==> config.mk <==
export PLATFORM = sky130hd
export DESIGN_NAME = mtm_alu_deserializer
export DESIGN_NICKNAME = d
export VERILOG_FILES = /design/src/rtl/alu_pkg.sv /design/src/rtl/mtm_alu_frame_rx.sv /design/src/rtl/mtm_alu_deserializer.sv
export SDC_FILE = /design/constraint.sdc
export NUM_CORES = 1
export LEC_CHECK = 0
export CAP_MARGIN = 15
export CORE_MARGIN = 2
export CORE_UTILIZATION = 45
export CTS_BUF_LIST = sky130_fd_sc_hd__clkbuf_2 sky130_fd_sc_hd__clkbuf_4 sky130_fd_sc_hd__clkbuf_8
export DETAILED_ROUTE_END_ITERATION = 10
export PLACE_DENSITY_LB_ADDON = 0.12
export SETUP_SLACK_MARGIN = 0.05
export SLEW_MARGIN = 20
export SYNTH_ARGS = -nofsm -noshare
export SYNTH_HDL_FRONTEND = slang
export SYNTH_SLANG_ARGS = --single-unit
==> constraint.sdc <==
create_clock -name clk -period 6.81 [get_ports clk]
set_input_delay 1.7025 -clock clk [delete_from_list [all_inputs] [get_ports clk]]
set_output_delay 1.7025 -clock clk [all_outputs]
set_load 0.01 [all_outputs]
==> src/rtl/alu_pkg.sv <==
// Shared definitions for the mtm_Alu serial link.
// Holds the opcode and frame-type enums, the error-bit layout, the default
// packet length and the CRC4 step function. The host-side serialiser uses
// the same crc4_next, so both ends of the link agree bit for bit.
package alu_pkg;

  typedef enum logic [2:0] {
    OP_AND = 3'b000,
    OP_OR  = 3'b001,
    OP_ADD = 3'b100,
    OP_SUB = 3'b101
  } op_t;

  typedef enum logic {
    FRAME_DATA = 1'b0,
    FRAME_CMD  = 1'b1
  } frame_type_t;

  // Bit positions inside out_err = {ERR_DATA, ERR_CRC, ERR_OP}
  localparam int ERR_DATA = 2;
  localparam int ERR_CRC  = 1;
  localparam int ERR_OP   = 0;

  localparam logic [2:0] ERR_MASK_DATA = 3'b100;

  localparam int DATA_FRAMES_DEFAULT = 8;

  // One serial step of CRC4, polynomial x^4+x+1, MSB first.
  function automatic logic [3:0] crc4_next(input logic [3:0] crc, input logic d);
    logic fb;
    fb = crc[3] ^ d;
    return {crc[2:0], 1'b0} ^ (fb ? 4'b0011 : 4'b0000);
  endfunction

  function automatic logic op_is_valid(input logic [2:0] op);
    case (op)
      OP_AND, OP_OR, OP_ADD, OP_SUB: return 1'b1;
      default:                       return 1'b0;
    endcase
  endfunction

endpackage

==> src/rtl/mtm_alu_frame_rx.sv <==
// Bit-level receiver for one 11-bit frame: start(0), type, payload[7:0]
// MSB first, stop(1). One bit is sampled per rising clk.
// Ports:
//   clk, rst     clock, asynchronous active-high reset
//   sin          serial input, idles high
//   frame_valid  pulses while the good stop bit is being sampled
//   frame_type   type bit of the current frame
//   frame_byte   payload of the current frame
//   frame_err    pulses while a bad (low) stop bit is being sampled
//
// state     | meaning
// ----------+------------------------------------------------
// IDLE      | line high, waiting for a start bit
// TYPE      | sampling the type bit
// PAYLOAD   | shifting in payload bits, bit_cnt counts 0..7
// STOP      | sampling the stop bit
// WAIT_HIGH | framing error seen, waiting for line to return high
module mtm_alu_frame_rx
  import alu_pkg::*;
(
  input  logic        clk,
  input  logic        rst,
  input  logic        sin,
  output logic        frame_valid,
  output frame_type_t frame_type,
  output logic [7:0]  frame_byte,
  output logic        frame_err
);

  typedef enum logic [2:0] {
    S_IDLE,
    S_TYPE,
    S_PAYLOAD,
    S_STOP,
    S_WAIT_HIGH
  } state_t;

  state_t     state, state_next;
  logic [2:0] bit_cnt;

  always_ff @(posedge clk or posedge rst) begin
    if (rst) begin
      state      <= S_IDLE;
      bit_cnt    <= 3'd0;
      frame_type <= FRAME_DATA;
      frame_byte <= 8'd0;
    end else begin
      state <= state_next;
      case (state)
        S_TYPE: begin
          frame_type <= sin ? FRAME_CMD : FRAME_DATA;
          bit_cnt    <= 3'd0;
        end
        S_PAYLOAD: begin
          frame_byte <= {frame_byte[6:0], sin};
          bit_cnt    <= bit_cnt + 3'd1;
        end
        default: ;
      endcase
    end
  end

  // frame_valid/frame_err are Mealy outputs on the stop bit so the packet
  // layer can register its strobe on that same edge.
  always_comb begin
    state_next  = state;
    frame_valid = 1'b0;
    frame_err   = 1'b0;
    case (state)
      S_IDLE:      if (!sin) state_next = S_TYPE;
      S_TYPE:      state_next = S_PAYLOAD;
      S_PAYLOAD:   if (bit_cnt == 3'd7) state_next = S_STOP;
      S_STOP: begin
        if (sin) begin
          frame_valid = 1'b1;
          state_next  = S_IDLE;
        end else begin
          frame_err  = 1'b1;
          state_next = S_WAIT_HIGH;
        end
      end
      S_WAIT_HIGH: if (sin) state_next = S_IDLE;
      default:     state_next = S_IDLE;
    endcase
  end

endmodule

==> src/rtl/mtm_alu_deserializer.sv <==
// ALU-side packet receiver for the mtm_Alu link. Collects DATA_FRAMES data
// bytes (B then A, MSB byte first) and one cmd frame {0, op, crc}, checks
// frame count, CRC4 and opcode, and emits a one-cycle strobe per packet.
// Ports:
//   clk, rst   clock, asynchronous active-high reset
//   sin        serial input, idles high
//   out_valid  one-cycle strobe: request or error available
//   out_b      operand B
//   out_a      operand A
//   out_op     opcode
//   out_err    {ERR_DATA, ERR_CRC, ERR_OP}, at most one bit set
module mtm_alu_deserializer
  import alu_pkg::*;
#(
  parameter int DATA_FRAMES = DATA_FRAMES_DEFAULT
) (
  input  logic        clk,
  input  logic        rst,
  input  logic        sin,
  output logic        out_valid,
  output logic [31:0] out_b,
  output logic [31:0] out_a,
  output logic [2:0]  out_op,
  output logic [2:0]  out_err
);

  localparam int CNT_W = $clog2(DATA_FRAMES + 2);
  localparam int BA_W  = DATA_FRAMES * 8;
  localparam logic [CNT_W-1:0] CNT_FULL = CNT_W'(DATA_FRAMES);
  localparam logic [CNT_W-1:0] CNT_SAT  = CNT_W'(DATA_FRAMES + 1);

  logic              frame_valid;
  frame_type_t       frame_type;
  logic [7:0]        frame_byte;
  logic              frame_err;

  logic [BA_W-1:0]   ba;
  logic [CNT_W-1:0]  frame_cnt;
  logic [3:0]        crc;
  logic [3:0]        crc_cmd;
  logic [2:0]        err_cmd;

  function automatic logic [3:0] crc4_byte(input logic [3:0] c, input logic [7:0] b);
    logic [3:0] r;
    r = c;
    for (int i = 7; i >= 0; i--) r = crc4_next(r, b[i]);
    return r;
  endfunction

  mtm_alu_frame_rx u_frame_rx (
    .clk         (clk),
    .rst         (rst),
    .sin         (sin),
    .frame_valid (frame_valid),
    .frame_type  (frame_type),
    .frame_byte  (frame_byte),
    .frame_err   (frame_err)
  );

  // Close the CRC over the trailing {1'b1, op} bits carried in the cmd frame.
  always_comb begin
    crc_cmd = crc4_next(crc, 1'b1);
    crc_cmd = crc4_next(crc_cmd, frame_byte[6]);
    crc_cmd = crc4_next(crc_cmd, frame_byte[5]);
    crc_cmd = crc4_next(crc_cmd, frame_byte[4]);
  end

  always_comb begin
    err_cmd = 3'b000;
    if (frame_cnt != CNT_FULL)             err_cmd[ERR_DATA] = 1'b1;
    else if (crc_cmd != frame_byte[3:0])   err_cmd[ERR_CRC]  = 1'b1;
    else if (!op_is_valid(frame_byte[6:4])) err_cmd[ERR_OP]  = 1'b1;
  end

  always_ff @(posedge clk or posedge rst) begin
    if (rst) begin
      out_valid <= 1'b0;
      out_b     <= 32'd0;
      out_a     <= 32'd0;
      out_op    <= 3'd0;
      out_err   <= 3'd0;
      ba        <= '0;
      frame_cnt <= '0;
      crc       <= 4'd0;
    end else begin
      out_valid <= 1'b0;
      if (frame_err) begin
        out_valid <= 1'b1;
        out_err   <= ERR_MASK_DATA;
        frame_cnt <= '0;
        crc       <= 4'd0;
      end else if (frame_valid) begin
        if (frame_type == FRAME_DATA) begin
          ba  <= {ba[BA_W-9:0], frame_byte};
          crc <= crc4_byte(crc, frame_byte);
          if (frame_cnt != CNT_SAT) frame_cnt <= frame_cnt + CNT_W'(1);
        end else begin
          out_valid <= 1'b1;
          out_err   <= err_cmd;
          out_b     <= ba[BA_W-1 -: 32];
          out_a     <= ba[31:0];
          out_op    <= frame_byte[6:4];
          frame_cnt <= '0;
          crc       <= 4'd0;
        end
      end
    end
  end

endmodule

==> impl_metrics.json <==
{
  "dp_cells": 632,
  "cts_tree": "built",
  "period_needed_ns": 3.68,
  "post_cts_buffers": 0,
  "crit_path_max_fanout": 43,
  "viasPerCell": 5.02,
  "port_buffers": 73,
  "die_w_um": 122,
  "die-area_um2": 14900,
  "slew_violations": 0,
  "cts_inserted_buffers": 17,
  "syn_area_um2": 6270,
  "synthesis.nets": 403,
  "io_pins": 74,
  "gr-usage-all-layers_pct": 16.1,
  "drc": 0,
  "fin_crit_sh_pct": 54.0,
  "overflow": 0,
  "yosysSeqAreaShare_pct": 63.1,
  "fillCellCount": 1126,
  "grt_max_degree": 111,
  "syn-mean-instance-area_um2": 15.9,
  "fp-row-count": 43,
  "start_util_pct": 45.7,
  "combinationalPowerShare_pct": 28.0,
  "rsz0062_at_grt": "no",
  "first_global_vias": 3349,
  "worstMarginPinSlew_ns": 0.982,
  "cts_hold_buf": 0,
  "critPathRequiredTime_ns": 7.14,
  "antenna_cells": 0,
  "powerDensity_nw_per_um2": 369,
  "place_congestion": 0.763,
  "synthToLayoutAreaGrowth_pct": 21.2,
  "synthFlopType": "dfrtp_1",
  "synth_seq_cells": 158,
  "dpl.hpwl_um": 7040,
  "drt-wirelength-per-cell_um": 16.5,
  "skew_ns": 0.00886,
  "clk_pin_slew_ns": 0.08,
  "die_h_um": 122,
  "synth_warnings": 0,
  "dr.pass1.iters": 4,
  "place_ws_ns": 2.32,
  "cts-root-buf": "clkbuf_8",
  "core_um2": 13700,
  "outcome": "completed",
  "syn_inst": 395,
  "hold_class": "flop to flop",
  "drtAntennaViolNets": 0,
  "fmax_ghz": 0.272,
  "cp-start-kind": "primary input",
  "crit_type": "primary input to flop",
  "p_sw_share_pct": 28.3,
  "power_frac_seq_pct": 45.1,
  "grt_pass1_wl_um": 18000,
  "drt_iter0_drc": 150,
  "cts.sinks": 158,
  "fin_cells": 664,
  "layout.nets": 480,
  "hold_viol": 0,
  "totalWireLength_um": 10900,
  "cap_violations": 0,
  "switchingPower_mw": 0.794,
  "setup_viol": 0,
  "synth-edff-count": 0,
  "setup_ws_ns": 3.13,
  "max-slew-margin-rel_pct": 34.5,
  "clk_latency_ns": 0.45,
  "cp-end-kind": "flop",
  "synthArstFlopShare_pct": 100,
  "p_int_mw": 2.01,
  "timing.hold.ws_ns": 0.478,
  "cp.arrival_ns": 4.01,
  "ir_drop_mv": 0.180,
  "cts-resized-gates": 0,
  "p_leak_nw": 3.67,
  "final.setup.tns_ns": 0,
  "htreeDepth": 4,
  "synthDistinctLibCells": 30,
  "layout-drive-gt1-share_pct": 37.6,
  "cts_buffer_depth": 2,
  "num_vias": 3334,
  "antenna_found_initial": 0,
  "power_frac_clock_pct": 26.9
}
==> stage by stage <==
| step | util (%) | area, um2 | power (mW) |
|---|---|---|---|
| 2_1_floorplan | - | 6270 | 1.83 |
| 3_3_place_gp | 52.1 | 7140 | 2.05 |
| 3_5_place_dp | 52.1 | 7140 | 2.07 |
| 4_1_cts | 55.2 | 7580 | 2.83 |
| 5_1_grt | 55.4 | 7600 | 2.95 |
| 6_report | 55.4 | 7600 | 2.80 |
==> worst max-delay path, cell delays in order <==
cell and delay (ns):
clkdlybuf4s50_1 0.57, and3_2 0.69, buf_4 0.60, mux2_2 0.41
==> cell usage after synthesis, types with 5 or more instances <==
master	number	share of area, %
buf_2	10	0.80
ha_1	5	1.0
o21ai_0	6	0.48
xnor3_1	5	1.8
buf_4	6	0.72
nand2_1	8	0.48
inv_1	6	0.36
dfrtp_1	158	63
nor2_1	7	0.42
mux2_2	140	25
a22o_1	6	0.84
==> final timing paths <==
check                                      start                     to  slack, ns  cells after the start
max                                          sin              out_b[12]       3.13                      4
min                        u_frame_rx.bit_cnt[0]  u_frame_rx.bit_cnt[0]       0.48                      1
max reg2reg                  u_frame_rx.state[2]              out_b[12]       4.21                      4
min reg2reg                u_frame_rx.bit_cnt[0]  u_frame_rx.bit_cnt[0]       0.48                      1
max in group asynchronous                    rst                  ba[6]       3.69                      3
min in group asynchronous                    rst              out_valid       1.87                      2
==> layer usage <==
| layer | routed length (um) | up-vias | GRT usage, % |
|---|---|---|---|
| li1 | - | 1549 | - |
| met1 | 5490 | 1705 | 23.6 |
| met2 | 4830 | 62 | 22.3 |
| met3 | 439 | 18 | 4.82 |
| met4 | 186 | 0 | 6.68 |
| met5 | 0 | - | 0 |
==> cells by family after synthesis <==
| kind of cell | count (synthesis) | share of synthesized area [%] |
|---|---|---|
| mux | 140 | 25.2 |
| simple gates | 32 | 2.66 |
| buf+inv | 26 | 2.36 |
| flops | 158 | 63.1 |
| fa+ha+maj | 5 | 0.998 |
| compound gates | 19 | 2.08 |
| xor+xnor | 15 | 3.67 |
==> registers in the layout, indices dropped and copies added (netlist names) <==
name                   cells
out_a                     32
u_frame_rx.state           3
out_valid                  1
u_frame_rx.frame_byte      8
out_b                     32
u_frame_rx.bit_cnt         3
ba                        64
out_err                    3
frame_cnt                  4
u_frame_rx.frame_type      1
crc                        4
out_op                     3
==> power groups by stage <==
stage / Clock [mW] / Combinational (mW) / Sequential, mW
2_1_floorplan: 0 / 0.595 / 1.24
3_3_place_gp: 0 / 0.768 / 1.28
3_5_place_dp: 0 / 0.784 / 1.28
4_1_cts: 0.772 / 0.792 / 1.27
5_1_grt: 0.808 / 0.850 / 1.29
6_report: 0.753 / 0.784 / 1.26
==> cells in the final DEF (no fill, tap or decap), types with 2 or more instances in the layout <==
master and instances:
clkinv_2 3, dfrtp_1 158, bufinv_16 4, inv_1 5, clkbuf_8 19, xnor2_1 3, a21oi_1 4, xnor2_2 2
and3_1 2, clkbuf_4 5, nand2_1 8, a22o_1 6, nand2b_1 2, nor3b_1 3, nand3b_1 2, xnor3_1 5
ha_1 5, xor2_1 4, mux2_2 140, nor3_1 3, nor2_1 6, o21ai_0 6, clkdlybuf4s50_1 73, buf_4 4
==> cell type report <==
class | count | area (um2) | area share (%)
Sequential cell | 158 | 3950 | 52.1
Multi-Input combinational cell | 211 | 2170 | 28.6
Timing Repair Buffer | 78 | 781 | 10.3
Clock buffer | 24 | 299 | 3.94
Tap cell | 180 | 225 | 2.96
Clock inverter | 7 | 135 | 1.78
Inverter | 6 | 27.5 | 0.362
Note: power is estimated with default switching activity, not from simulation.
